### src/rtl/cap_pkg.sv
// Shared defaults and state type for the CAM tag resolver.
// Build option: TAG_RESOLVER_COUNT_EN adds a remaining-match counter.
package cap_pkg;

    localparam int CAM_N_WORDS = 100;
    localparam int CAM_IDX_W   = 7;

    typedef enum logic [1:0] {
        ST_IDLE = 2'd0,
        ST_SCAN = 2'd1,
        ST_DONE = 2'd2
    } res_state_e;

endpackage

### src/rtl/priority_encoder.sv
// Lowest-set-bit encoder; bit 0 has the highest priority.
// Used by tag_resolver (TAG_RESOLVER_COUNT_EN does not affect it).
module priority_encoder #(
    parameter int WIDTH = 100,
    parameter int IDX_W = 7
) (
    input  logic [WIDTH-1:0] vector,
    output logic [IDX_W-1:0] index,
    output logic             found
);

    // Walk downwards so the lowest set bit is the last one written.
    always_comb begin
        index = '0;
        found = 1'b0;
        for (int i = WIDTH - 1; i >= 0; i--) begin
            if (vector[i]) begin
                index = IDX_W'(i);
                found = 1'b1;
            end
        end
    end

endmodule

### src/rtl/tag_resolver.sv
// Resolves a CAM tag vector into one responder index per handshake.
// Build option: TAG_RESOLVER_COUNT_EN adds the match_count output.
module tag_resolver
    import cap_pkg::*;
#(
    parameter int N_WORDS = CAM_N_WORDS,
    parameter int IDX_W   = CAM_IDX_W
) (
    input  logic               CLK,
    input  logic               RST_N,
    input  logic               start,
    input  logic               abort,
    input  logic [N_WORDS-1:0] tags_in,
    input  logic               idx_ready,
    output logic               busy,
    output logic               any_tag,
    output logic               idx_valid,
    output logic [IDX_W-1:0]   idx,
    output logic [N_WORDS-1:0] clear_mask,
`ifdef TAG_RESOLVER_COUNT_EN
    output logic [IDX_W:0]     match_count,
`endif
    output logic               done
);

    res_state_e         state_q;
    res_state_e         state_d;
    logic [N_WORDS-1:0] snap_q;
    logic [N_WORDS-1:0] snap_d;
    logic [IDX_W-1:0]   enc_idx;
    logic               enc_found;
    logic [N_WORDS-1:0] onehot;
    logic [N_WORDS-1:0] snap_left;
    logic               in_scan;
    logic               hshake;

    priority_encoder #(
        .WIDTH (N_WORDS),
        .IDX_W (IDX_W)
    ) u_penc (
        .vector (snap_q),
        .index  (enc_idx),
        .found  (enc_found)
    );

    assign in_scan   = (state_q == ST_SCAN);
    assign onehot    = {{(N_WORDS-1){1'b0}}, 1'b1} << enc_idx;
    assign snap_left = snap_q & ~onehot;
    assign hshake    = in_scan && enc_found && idx_ready && !abort;

    assign busy       = (state_q != ST_IDLE);
    assign any_tag    = |snap_q;
    assign idx_valid  = in_scan;
    assign idx        = (in_scan && enc_found) ? enc_idx : '0;
    assign clear_mask = hshake ? onehot : '0;
    assign done       = (state_q == ST_DONE) && !abort;

    always_comb begin
        state_d = state_q;
        snap_d  = snap_q;
        case (state_q)
            ST_IDLE: begin
                if (start) begin
                    snap_d  = tags_in;
                    state_d = (|tags_in) ? ST_SCAN : ST_DONE;
                end
            end
            ST_SCAN: begin
                if (hshake) begin
                    snap_d = snap_left;
                    if (!(|snap_left)) begin
                        state_d = ST_DONE;
                    end
                end
            end
            ST_DONE: state_d = ST_IDLE;
            default: state_d = ST_IDLE;
        endcase
        // Abort wins over start and over any pending handshake.
        if (abort) begin
            state_d = ST_IDLE;
            snap_d  = '0;
        end
    end

    always_ff @(posedge CLK or negedge RST_N) begin
        if (!RST_N) begin
            state_q <= ST_IDLE;
            snap_q  <= '0;
        end else begin
            state_q <= state_d;
            snap_q  <= snap_d;
        end
    end

`ifdef TAG_RESOLVER_COUNT_EN
    logic [IDX_W:0] cnt_q;
    logic [IDX_W:0] cnt_d;
    logic [IDX_W:0] pop;

    always_comb begin
        pop = '0;
        for (int i = 0; i < N_WORDS; i++) begin
            pop = pop + (IDX_W+1)'(tags_in[i]);
        end
    end

    always_comb begin
        cnt_d = cnt_q;
        if (abort) begin
            cnt_d = '0;
        end else if (state_q == ST_IDLE && start) begin
            cnt_d = pop;
        end else if (hshake) begin
            cnt_d = cnt_q - 1'b1;
        end
    end

    always_ff @(posedge CLK or negedge RST_N) begin
        if (!RST_N) begin
            cnt_q <= '0;
        end else begin
            cnt_q <= cnt_d;
        end
    end

    assign match_count = cnt_q;
`endif

endmodule

### config.mk
export PLATFORM = sky130hd
export DESIGN_NAME = tag_resolver
export DESIGN_NICKNAME = d
export VERILOG_FILES = /design/src/rtl/cap_pkg.sv /design/src/rtl/priority_encoder.sv /design/src/rtl/tag_resolver.sv
export SDC_FILE = /design/constraint.sdc
export NUM_CORES = 1
export LEC_CHECK = 0
export CORE_ASPECT_RATIO = 1.5
export CORE_UTILIZATION = 35
export CTS_CLUSTER_DIAMETER = 200
export CTS_CLUSTER_SIZE = 24
export DETAILED_ROUTE_END_ITERATION = 8
export SYNTH_ARGS = -nofsm -noshare
export SYNTH_HDL_FRONTEND = slang
export SYNTH_SLANG_ARGS = --single-unit
### constraint.sdc
create_clock -name CLK -period 3.8 [get_ports CLK]
set_input_delay 0.76 -clock CLK [delete_from_list [all_inputs] [get_ports CLK]]
set_output_delay 0.76 -clock CLK [all_outputs]
set_load 0.005 [all_outputs]
=== Word-level counts from Yosys, hierarchy flattened ===
Cells that the tools add are included.

* Input bits: 105
* Register bits after elaboration: 102
* Word-level logic and storage cells: 235

* Bitwise logic cells: 2
* Reductions and logical operators: 13
* Equal/unequal tests: 5
* Mux-type cells: 212
* Shift-type cells: 1

{| class="wikitable"
|+ Operators by type and width
! kind !! number
|-
| 2-to-1 mux 7 bit || 101
|-
| 2-to-1 mux 100 bit || 4
|-
| OR reduction 100 bit || 3
|-
| case mux 100 bit (2 select lines) || 1
|-
| AND 100 bit || 1
|-
| 2-to-1 mux 1 bit || 100
|-
| inverter 100 bit || 1
|-
| << shifter 1 x 7 -> 100 bit, first input constant || 1
|-
| 2-to-1 mux 2 bit || 5
|-
| inequality test 3 bit, second input constant || 2
|-
| AND reduction 3 bit || 2
|-
| logical AND 1 bit || 4
|-
| case mux 2 bit (2 select lines) || 1
|-
| inequality test 3 x 2 -> 1 bit, second input constant || 1
|-
| nonzero test 3 bit || 1
|-
| equality test 2 x 1 -> 1 bit, second input constant || 1
|-
| equality test 2 bit, second input constant || 1
|-
| logical NOT 2 bit || 1
|-
| nonzero test 2 bit || 1
|-
| logical NOT 1 bit || 1
|}

=== Logic depth before layout (Yosys ltp) ===
Gate-level depths: netlist of run 1.

* Word-level depth: 108
* Depth in mapped cells: 16

=== Modules after synthesis ===
From an unflattened synthesis of run 1, not the netlist that was laid out.

* Cell total of the unflattened synthesis: 1329
* Area total of the unflattened synthesis: 9004.9 µm²

{| class="wikitable"
|+ Modules (own cells, without submodules)
! module !! area an instance (µm²) !! instances !! cells each
|-
| tag_resolver || 7641.1 || 1 || 1093
|-
| priority_encoder || 1363.8 || 1 || 236
|}

=== Worst setup path before layout of run 1 ===
Ideal clock, no wire load.

* Path kind: register to output
* From: register snap_q[7]
* To: output port clear_mask[10]
* Slack: -0.264 ns
* Data required time: 3.040 ns
* Data arrival time: 3.304 ns
* Stages on the path, launching flop included: 13
* Cells stage by stage: dfrtp_1 > or4_4 > or4_4 > a2111oi_4 > o221a_2 > or3_4 > buf_8 > nand3_4 > or3_1 > buf_6 > clkbuf_1 > clkbuf_1 > nor2_1

* Cells in the longest elaborated chain, start to end: 12

{| class="wikitable"
|+ Ends and longest elaborated chain
! item !! RTL line !! text
|-
| from (decl) || tag_resolver.sv:28 || <nowiki>logic [N_WORDS-1:0] snap_q;</nowiki>
|-
| from (signal assigned) || tag_resolver.sv:92 || <nowiki>snap_q <= snap_d;</nowiki>
|-
| 2-to-1 mux 1 bit (8 in a row) || priority_encoder.sv:17 || <nowiki>if (vector[i]) begin</nowiki>
|-
| logical AND 1 bit (3 in a row) || tag_resolver.sv:49 || <nowiki>assign hshake = in_scan && enc_found && idx_ready && !abort;</nowiki>
|-
| 2-to-1 mux 100 bit * || tag_resolver.sv:55 || <nowiki>assign clear_mask = hshake ? onehot : '0;</nowiki>
|-
| to (decl) || tag_resolver.sv:19 || <nowiki>output logic [N_WORDS-1:0] clear_mask,</nowiki>
|}

Every way passes the cells marked *; elsewhere a longest branch is shown, timed or not.

=== Worst setup path in the final report of run 1 ===
* From: register snap_q[20]
* To: output port clear_mask[90]

* Cells in the longest elaborated chain, start to end: 25

{| class="wikitable"
|+ Ends and longest elaborated chain
! item !! RTL line
|-
| 2-to-1 mux 1 bit (21 in a row) || priority_encoder.sv:17
|-
| logical AND 1 bit (3 in a row) || tag_resolver.sv:49
|-
| 2-to-1 mux 100 bit * || tag_resolver.sv:55
|}

Marks and branches as above.

==> summary.txt, run 1 <==
GRT
  • GR Util met3: 11.4%
  • Met2 Usage GRT: 80.5%
  • Largest net degree at the start of global routing: between 50 and 60
  • Vias in the first global route: 13,200
  • GR Overflow Total: 0
  • GR peak layer: met2
  • Met1 Use GR: 51.5%
  • Tot GR Track Use: 48.8%
  • First-pass GRT wire length: 85,400 µm
  • Initial antenna violation count: 2

Pwr
  • Leakage: 7.83 nW
  • Part of the power in combinational logic: between 60 and 70%
  • VDD IR max: 0.000309 V
  • Cell Int Power: 0.00374 W
  • Sw frac: 43.3%
  • Pwr/cell area: 394 nW/µm²
  • Sequential power share: 18.7%
  • Clock power frac: 14.3%
  • Psw: 0.00285 W

Finish
  • Nets: 1,945
  • Finished Core Util: between 70% and 80%
  • Area Overhead vs Synth: 102%
  • Layout cells sized above 1: approximately half
  • Fin area: 16,700 µm²

Worst setup path
  • Reg2reg setup slack: -0.69 ns
  • Worst Setup Start Kind: flop
  • Critical-path maximum fanout: 3
  • Critical Path RT: 3.04 ns
  • Critical path class: flop to output pin
  • Critical path data arrival time: between 4 and 5 ns
  • Crit path capture type: output pin

Timing
  • Setup ws final: -1.24 ns
  • Slew @ Worst Pin: 1.18 ns
  • Rel. slew slack: 20.9%
  • Period utilisation layout: 133%
  • Crit path time final: between 5 and 6 ns
  • Final setup fails: 108
  • RSZ-0062 raised after global routing: true
  • Clock Skews: roughly 0.011 ns
  • Fmax: ~0.20 GHz
  • WHS: 0.403 ns
  • Final Max Tran Viols: 0
  • Fin. Hold Viols: 0

Placed design
  • Hpwl dp: roughly 45,000 µm
  • DP Worst Slack: -0.970 ns
  • Port bufs: 215
  • GPL Wtd Cong: 1.07
  • Area after DPL: 14,000 µm²

Clocking
  • Max clock buf depth: 2
  • Skew-Pair Late Insertion Delay: 0.38 ns
  • Clk slew on worst S/H paths: approximately 0.08 ns
  • Num CTS Buffers: 9
  • Root buffer selected by CTS: clkbuf_16
  • Clock tree from TritonCTS: yes
  • Clock sink count: about 100
  • Max H-tree Level: 3
  • CTS Hold Bufs: 0

Route
  • Post-route ant nets: 0
  • Vias per std cell: 6.30
  • Routed wire length: 62,100 µm
  • Vias: between 10,000 and 15,000
  • Drt first-iter violations: ~1,400
  • DR pass1 iterations: 6
  • Routed len/inst: about 29 µm
  • DRC Markers: 0

Yosys
  • Register area share after synthesis: 30.8%
  • Synth Warn #: 0
  • Ys flop type: dfrtp_1
  • Area leader, netlist: dfrtp_1
  • Cells after synthesis: 1,128
  • Post-Synthesis Net Count: 1,233
  • Yosys cell types: 74
  • Synth top area share: 30.8%
  • Register bit count reported by yosys: 102
  • Synthesized area: 8290 µm²
  • Most frequent cells after synthesis: nor2_1 (170), o21ai_0 (148), nand2_1 (115)
  • Syn avg cell area: 7.35 µm²
  • Count of flip-flops with a built-in enable after synthesis: 0
  • Synth area leaders: dfrtp_1 (31%), a22o_1 (9.6%), o21ai_0 (8.9%)
  • Count leader, synth: nor2_1
  • Asr flop ratio synth: 100%

Floorplanning
  • Die area: 24,300 µm²
  • Starting density of the core: 35.8%
  • FP Rows: 68
  • DIE WIDTH: 128 µm
  • Chip Height: 190 µm
  • Core area: 23,100 µm²
  • # IOs: 216

Run
  • Max Cap Viol: 0

Worst hold path
  • Worst min path class: input pin to asynchronous set/reset pin

Run status
  • Failing checks: negative setup slack
  • Status: finished with violations
## power by group through the flow
stage	Sequential (W)	Combinational, W	Clock, W
after floorplan	0.00124	0.00107	0
after global placement	0.00124	0.00282	0
after detailed placement	0.00124	0.00281	0
after CTS	0.00122	0.00386	0.000935
after global routing	0.00124	0.00450	0.000973
final	0.00123	0.00441	0.000943
## metal layers
layer	wire length, µm	vias to the layer above
met4	6930	2
met3	6100	412
met5	79	-
li1	-	5668
met1	20600	6493
met2	28400	1056
## flip-flops by register name, indices dropped and copies added, names as in the netlist
register,flops
snap_q,100
state_q,2
## path summary, 6_finish.rpt
kind / startpoint / end / cells past startpoint
setup / recovery: snap_q[20] / clear_mask[90] / 12
hold / removal: RST_N / snap_q[46] / 1
setup reg to reg: snap_q[72] / state_q[0] / 20
hold reg to reg: snap_q[38] / snap_q[38] / 1
max in group asynchronous: RST_N / snap_q[67] / 2
min in group CLK: snap_q[38] / snap_q[38] / 1
## layout make-up
class / instances / area, µm²
diodes: 3 / 7.51
clock buffers: 10 / 229
clock inverters: 6 / 55.1
fillers: 1786 / 6410
inverters: 44 / 165
multi-input cells: 906 / 6670
flip-flops and latches: 102 / 2560
well taps: 315 / 394
repair buffers: 777 / 6650
## critical path, stage by stage (launching register included)
cell and delay [ns]:
dfrtp_1 0.39, or4_4 0.59, buf_6 0.17, nor4_4 0.27, buf_4 0.19, buf_4 0.11, buf_4 0.12, nand3_1 0.24
a2111oi_1 1.01, buf_4 0.29, nand3_1 0.24, nor2_4 0.16, buf_2 0.12
## stage by stage
step	power, W	setup TNS (ns)	cells
finish	0.00659	-48.73	2163
detailed placement	0.00405	-60.46	2018
floorplan	0.00231	-0.523	1128
global placement	0.00406	-58.25	2018
CTS	0.00601	-34.50	2126
global route	0.00671	-52.67	2162
## cell families after synthesis
| logic type | after synthesis | share of synthesized area (%) |
|---|---|---|
| multiplexers | 1 | 0.121 |
| flip-flops | 102 | 30.8 |
| buffers and inverters | 120 | 5.72 |
| AND/OR/NAND/NOR | 497 | 29.1 |
| AO/OA/AOI/OAI | 408 | 34.2 |
## layout by cell type, fill, tap and decap left out, types with 46 or more instances in the layout
cell type	Yosys	routed
buf_4	1	450
o21ai_0	148	132
clkdlybuf4s50_1	0	106
nand2_1	115	96
dfrtp_1	102	95
buf_2	1	93
a22o_1	91	91
nor2_1	170	88
buf_6	1	78
nor2_4	0	46
## timing repair
action                     4_1_cts  5_1_grt
setup endpoints to repair      202      203
resized for setup              653      224
pin swaps                       78       57
buffers inserted                92       45
gates cloned                     5        0
Power figures use the tool's default switching activity.
==> run 2: changes to the inputs <==
- CORE_UTILIZATION: 35 -> 29
- clock period: 3.8 -> 5.49 ns (I/O delays scaled with it)
==> run 2 against run 1 <==
Net effect: the run now ends clean; first-iteration DRC count is 8.2% lower; combinational power is 67% lower; non-clock buffer count is 472 lower; clock power is 23% lower; critical path depth is 2 lower.
==> summary.txt, run 2 (same netlist as run 1, synthesis figures left out) <==
GRT
  • Vias in the first global route: 11,000
  • Initial antenna violation count: 0
  • Largest net degree at the start of global routing: 91
  • GR Overflow Total: 0
  • First-pass GRT wire length: 73,200 µm
  • Tot GR Track Use: 34.4%

Worst setup path
  • Crit-path most repeated cell: buf_4
  • Critical-path maximum fanout: 6
  • Reg2reg setup slack: just under 0.3 ns
  • Cell Chain, Critical Path: or4_1 > and4b_1 > a21boi_1 > a2111oi_2 > buf_4 > nor2_1 > nand2_1 > nor4_1 > buf_4 > clkdlybuf4s50_1
  • Critical path class: flop to output pin
  • CP peak stage delay: 0.68 ns
  • Critical path data arrival time: 4.24 ns
  • Crit path capture type: output pin
  • CP Buf/Inv Count: 3
  • FF-to-FF Start: snap_q[40]
  • Reg2Reg Depth: 14
  • Worst Setup Start Kind: flop
  • Worst r2r dst: state_q[0]
  • Family with the most delay on the worst path: simple AND/OR/NAND/NOR gates
  • Critical Path RT: 4.39 ns
  • Slowest cell on the critical path: or4_1

Finish
  • Final std cells w/o fill: 1,719
  • Regs by FF count: snap_q x100, state_q x2
  • Area Overhead vs Synth: 40.6%
  • Max reg flops: 100
  • Fill cell count: 2,915
  • Commonest non-fill, non-tap cell in the layout: clkdlybuf4s50_1
  • Area occupied by registers: 2550 µm²
  • Nets: ~1,500
  • Top reg by flops: snap_q
  • Layout cells sized above 1: just over 10%
  • Finished Core Util: 41.5%
  • Commonest non-fill, non-tap cells in the layout: clkdlybuf4s50_1 (214), nor2_1 (169), o21ai_0 (146)
  • Ant diodes: 0
  • Multi-input logic area: 5320 µm²

Floorplanning
  • Die area: slightly below 30,000 µm²
  • Starting density of the core: between 20% and 30%
  • FP Rows: 75
  • Chip Height: 209 µm
  • # IOs: 216
  • DIE WIDTH: 140 µm
  • Core area: 28,100 µm²

Run
  • Max Cap Viol: 0

Timing
  • Fin Setup TNS: 0 ns
  • WHS: 0.581 ns
  • Final Max Tran Viols: 0
  • Fmax: 0.187 GHz
  • Crit path time final: approximately 5.3 ns
  • Fin. Hold Viols: 0
  • Period utilisation layout: 97.3%
  • Clock Skews: ~0.015 ns
  • Rel. slew slack: 30.3%
  • RSZ-0062 raised after global routing: false
  • Final setup fails: 0
  • Slew @ Worst Pin: 1.04 ns

Route
  • DR pass1 iterations: 6
  • DRC Markers: 0
  • Routed len/inst: 29.1 µm
  • Drt first-iter violations: 1,314
  • Vias per std cell: around 6.3
  • Post-route ant nets: 0
  • Routed wire length: 50,000 µm
  • Vias: ~11,000

Pwr
  • VDD IR max: 0.000136 V
  • Leakage: 4.69 nW
  • Psw: 0.00140 W
  • Sw frac: 45.6%
  • Sequential power share: 29.2%
  • Pwr/cell area: 263 nW/µm²
  • Final Power: 0.00306 W
  • Cell Int Power: ~0.0017 W
  • Part of the power in combinational logic: 47.1%
  • Clock power frac: 23.6%

Clocking
  • Root buffer selected by CTS: clkbuf_16
  • Clk slew on worst S/H paths: 0.08 ns
  • Skew-Pair Late Insertion Delay: 0.39 ns
  • Max clock buf depth: 2
  • Clock tree from TritonCTS: yes
  • Num CTS Buffers: 9
  • Max H-tree Level: 3
  • Clock sink count: 102

Worst hold path
  • Worst min path class: flop to flop
  • Hold Path Cell Cnt: 1
  • Hold Startpoint: snap_q[98]
  • Worst Hold End: snap_q[98]

Placed design
  • Port bufs: 215
  • Hpwl dp: roughly 38,000 µm
  • GPL Wtd Cong: 1.08
  • Inst Count DP: roughly 1,700

Run status
  • Status: completed
==> run 2: power groups by stage <==
| stage | clock, W | sequential, W | combinational [W] |
|---|---|---|---|
| 2_1_floorplan | 0 | 0.000860 | 0.000714 |
| 3_3_place_gp | 0 | 0.000901 | 0.00139 |
| 3_5_place_dp | 0 | 0.000901 | 0.00139 |
| 4_1_cts | 0.000721 | 0.000887 | 0.00140 |
| 5_1_grt | 0.000756 | 0.000899 | 0.00150 |
| 6_report | 0.000724 | 0.000895 | 0.00144 |
==> run 2: per-layer routing <==
layer / global-route usage, % / vias up / share of wire, %
met4: 24.6 / 0 / 7.7
met5: 0 / - / 0
li1: - / 4707 / -
met3: 6.14 / 166 / 7.3
met1: 38.0 / 5280 / 37
met2: 59.4 / 683 / 48
==> run 2: timing repair <==
action	in CTS	in global routing
resized for setup	1	7
setup buffers	0	0
hold buffers	0	0
setup endpoints to repair	1	29
gates cloned	0	0
==> run 2: final cells by class <==
type,instances,share of cell area (%)
Clock buffer,10,2.05
Clock inverter,6,0.698
Inverter,44,1.42
Multi-Input combinational cell,906,45.6
Sequential cell,102,21.9
Tap cell,346,3.72
Timing Repair Buffer,305,24.6
==> run 2: worst reg2reg max path, cell delays in order (launching register included) <==
cell,delay [ns]
dfrtp_1,0.60
nor4_1,0.58
nand4_1,0.44
nand2b_1,0.36
nor3_2,0.48
nand3_1,0.55
a22o_1,0.42
a21oi_1,0.12
nand3_1,0.08
nor4_1,0.23
nand4_1,0.29
a2111oi_0,0.43
nand4_1,0.17
buf_4,0.19
o21a_1,0.16
==> run 2: through the flow <==
step	worst slack, ns	instance area, µm²
2_1_floorplan	1.09	8290
3_3_place_gp	0.453	11300
3_5_place_dp	0.412	11300
4_1_cts	0.0814	11600
5_1_grt	0.00182	11700
6_report	0.148	11700
==> run 2: how the worst max path moves through the flow <==
stage                          start             end  cells past startpoint
after floorplan            snap_q[7]  clear_mask[10]                     12
after global placement    snap_q[10]      state_q[0]                     13
after detailed placement   snap_q[7]      state_q[0]                     15
after CTS                 snap_q[72]  clear_mask[64]                     11
after global routing      snap_q[40]      state_q[0]                     14
final                     snap_q[30]  clear_mask[66]                     10
==> run 3: changes to the inputs <==
- CTS_BUF_LIST: default -> sky130_fd_sc_hd__clkbuf_8
- SLEW_MARGIN: default -> 20
==> run 3 against run 2 <==
Net effect: fmax grew 0.22%; core utilization shrank 0.32 points; sequential cell count is the same; hold slack gained 0.0054 ns; clock power shrank 23%; sequential power is essentially flat; register-to-register slack gained 0.09 ns.
==> summary.txt, run 3 (same netlist as run 1, synthesis figures left out) <==
Run status
  • Status: completed

Worst hold path
  • Worst min path class: flop to flop

Timing
  • Rel. slew slack: 33.2%
  • Setup ws final: 0.160 ns
  • Fin. Hold Viols: 0
  • Fmax: around 0.19 GHz
  • Final Max Tran Viols: 0
  • Crit path time final: 5.33 ns
  • Final setup fails: 0
  • Period utilisation layout: 97.1%
  • Slew @ Worst Pin: 1.00 ns
  • Clock Skews: ~0.023 ns
  • RSZ-0062 raised after global routing: false
  • Fin Setup TNS: 0 ns

Floorplanning
  • # IOs: 216
  • Die area: 29,300 µm²
  • DIE WIDTH: 140 µm
  • Chip Height: ~210 µm
  • Core area: 28,100 µm²
  • Starting density of the core: between 20% and 30%
  • FP Rows: 75

GRT
  • Largest net degree at the start of global routing: 91
  • Vias in the first global route: 11,000
  • Tot GR Track Use: 34.1%
  • GR Overflow Total: 0
  • Initial antenna violation count: 2
  • First-pass GRT wire length: between 70,000 and 80,000 µm

Pwr
  • VDD IR max: 0.000104 V
  • Pwr/cell area: around 250 nW/µm²
  • Final Power: 0.00289 W
  • Leakage: between 4 and 5 nW

Placed design
  • Inst Count DP: about 1,700
  • DP Worst Slack: 0.412 ns
  • Port bufs: approximately 220
  • Hpwl dp: between 30,000 and 40,000 µm
  • GPL Wtd Cong: about 1.1

Worst setup path
  • Critical Path RT: 4.39 ns
  • CP peak stage delay: ~0.74 ns
  • Worst Setup Start Kind: flop
  • Slowest cell on the critical path: a2111oi_1
  • Family with the most delay on the worst path: compound AO/OA/AOI/OAI gates
  • CP Buf/Inv Count: 2
  • Critical path data arrival time: around 4.2 ns
  • Critical-path maximum fanout: 20
  • Crit path capture type: output pin
  • Critical path class: flop to output pin
  • Cell Chain, Critical Path: a21o_1 > a2111oi_1 > nor3b_1 > o2111a_1 > or4_1 > o21ai_1 > a21oi_2 > buf_4 > nor2_1 > clkdlybuf4s50_1

Clocking
  • Root buffer selected by CTS: clkbuf_8
  • Clk slew on worst S/H paths: 0.11 ns
  • Clock sink count: 102
  • Post-CTS Setup Inserts: 0
  • Clock tree from TritonCTS: yes
  • Num CTS Buffers: 9
  • Max clock buf depth: 2
  • Skew-Pair Late Insertion Delay: roughly 0.43 ns
  • Max H-tree Level: 3

Finish
  • Final std cells w/o fill: around 1,700
  • Commonest non-fill, non-tap cells in the layout: clkdlybuf4s50_1 (214), nor2_1 (169), o21ai_0 (146)
  • Fill cell count: approximately 2,900
  • Commonest non-fill, non-tap cell in the layout: clkdlybuf4s50_1
  • Regs by FF count: snap_q x100, state_q x2
  • Nets: 1,473
  • Layout cells sized above 1: 10.5%
  • Max reg flops: 100
  • Area Overhead vs Synth: 39.5%
  • Top reg by flops: snap_q

Route
  • Drt first-iter violations: 1,319
  • Vias: 10,800
  • DR pass1 iterations: 5
  • Vias per std cell: 6.29
  • Routed len/inst: 28.8 µm
  • Post-route ant nets: 0
  • Routed wire length: roughly 50,000 µm
  • DRC Markers: 0

Run
  • Max Cap Viol: 0
## run 3: tightest hold or removal path, delay by kind of cell (launching register included)
kind,cells,cell delay [ns]
simple gates,1,0.06
flops,1,0.43
compound gates,1,0.07
## run 3: path summary, 6_finish.rpt
check,startpoint,end,slack (ns),cells past startpoint
worst max-delay path,snap_q[40],clear_mask[56],0.16,10
worst min-delay path,snap_q[96],snap_q[96],0.59,2
worst max register to register,snap_q[23],state_q[0],0.38,15
worst min register to register,snap_q[96],snap_q[96],0.59,2
max in group asynchronous,RST_N,snap_q[12],3.54,2
min in group asynchronous,RST_N,snap_q[77],0.79,1
## run 3: report_power, final
| group | leakage (nW) | switching (W) | total (W) | internal [W] |
|---|---|---|---|---|
| Clock | 0.110 | 0.000323 | 0.000554 | 0.000231 |
| Combinational | 3.15 | 0.000944 | 0.00144 | 0.000495 |
| Sequential | 1.38 | 0.0000989 | 0.000895 | 0.000796 |
## run 3: stage by stage
step	util, %	hold WS, ns	cell area, µm²
after floorplan	-	0.495	8290
after global placement	40.3	0.541	11300
after detailed placement	40.3	0.548	11300
after CTS	41.1	0.576	11500
after global routing	41.2	0.606	11600
final	41.2	0.586	11600
## run 3: area by class of cell
cell class	instances	area [µm²]	share of cell area [%]
antenna	2	5.00	0.0433
clock buffer	10	138	1.19
clock inverter	6	81.3	0.703
inverter	44	165	1.43
multi-input combinational	906	5330	46.1
sequential	102	2550	22.1
tap	346	433	3.74
timing repair buffer	305	2860	24.8
## run 3: routing by layer
layer / global-route usage, % / share of wire, % / vias up
met2: 58.8 / 48 / 675
met1: 37.5 / 37 / 5262
li1: - / - / 4701
met5: 0 / 0 / -
met4: 25.3 / 8.6 / 0
met3: 5.91 / 7.0 / 189
## run 3: timing repair
action                     4_1_cts  5_1_grt
setup endpoints to repair        3       42
gates cloned                     0        0
resized for setup                1        9
hold buffers                     0        0
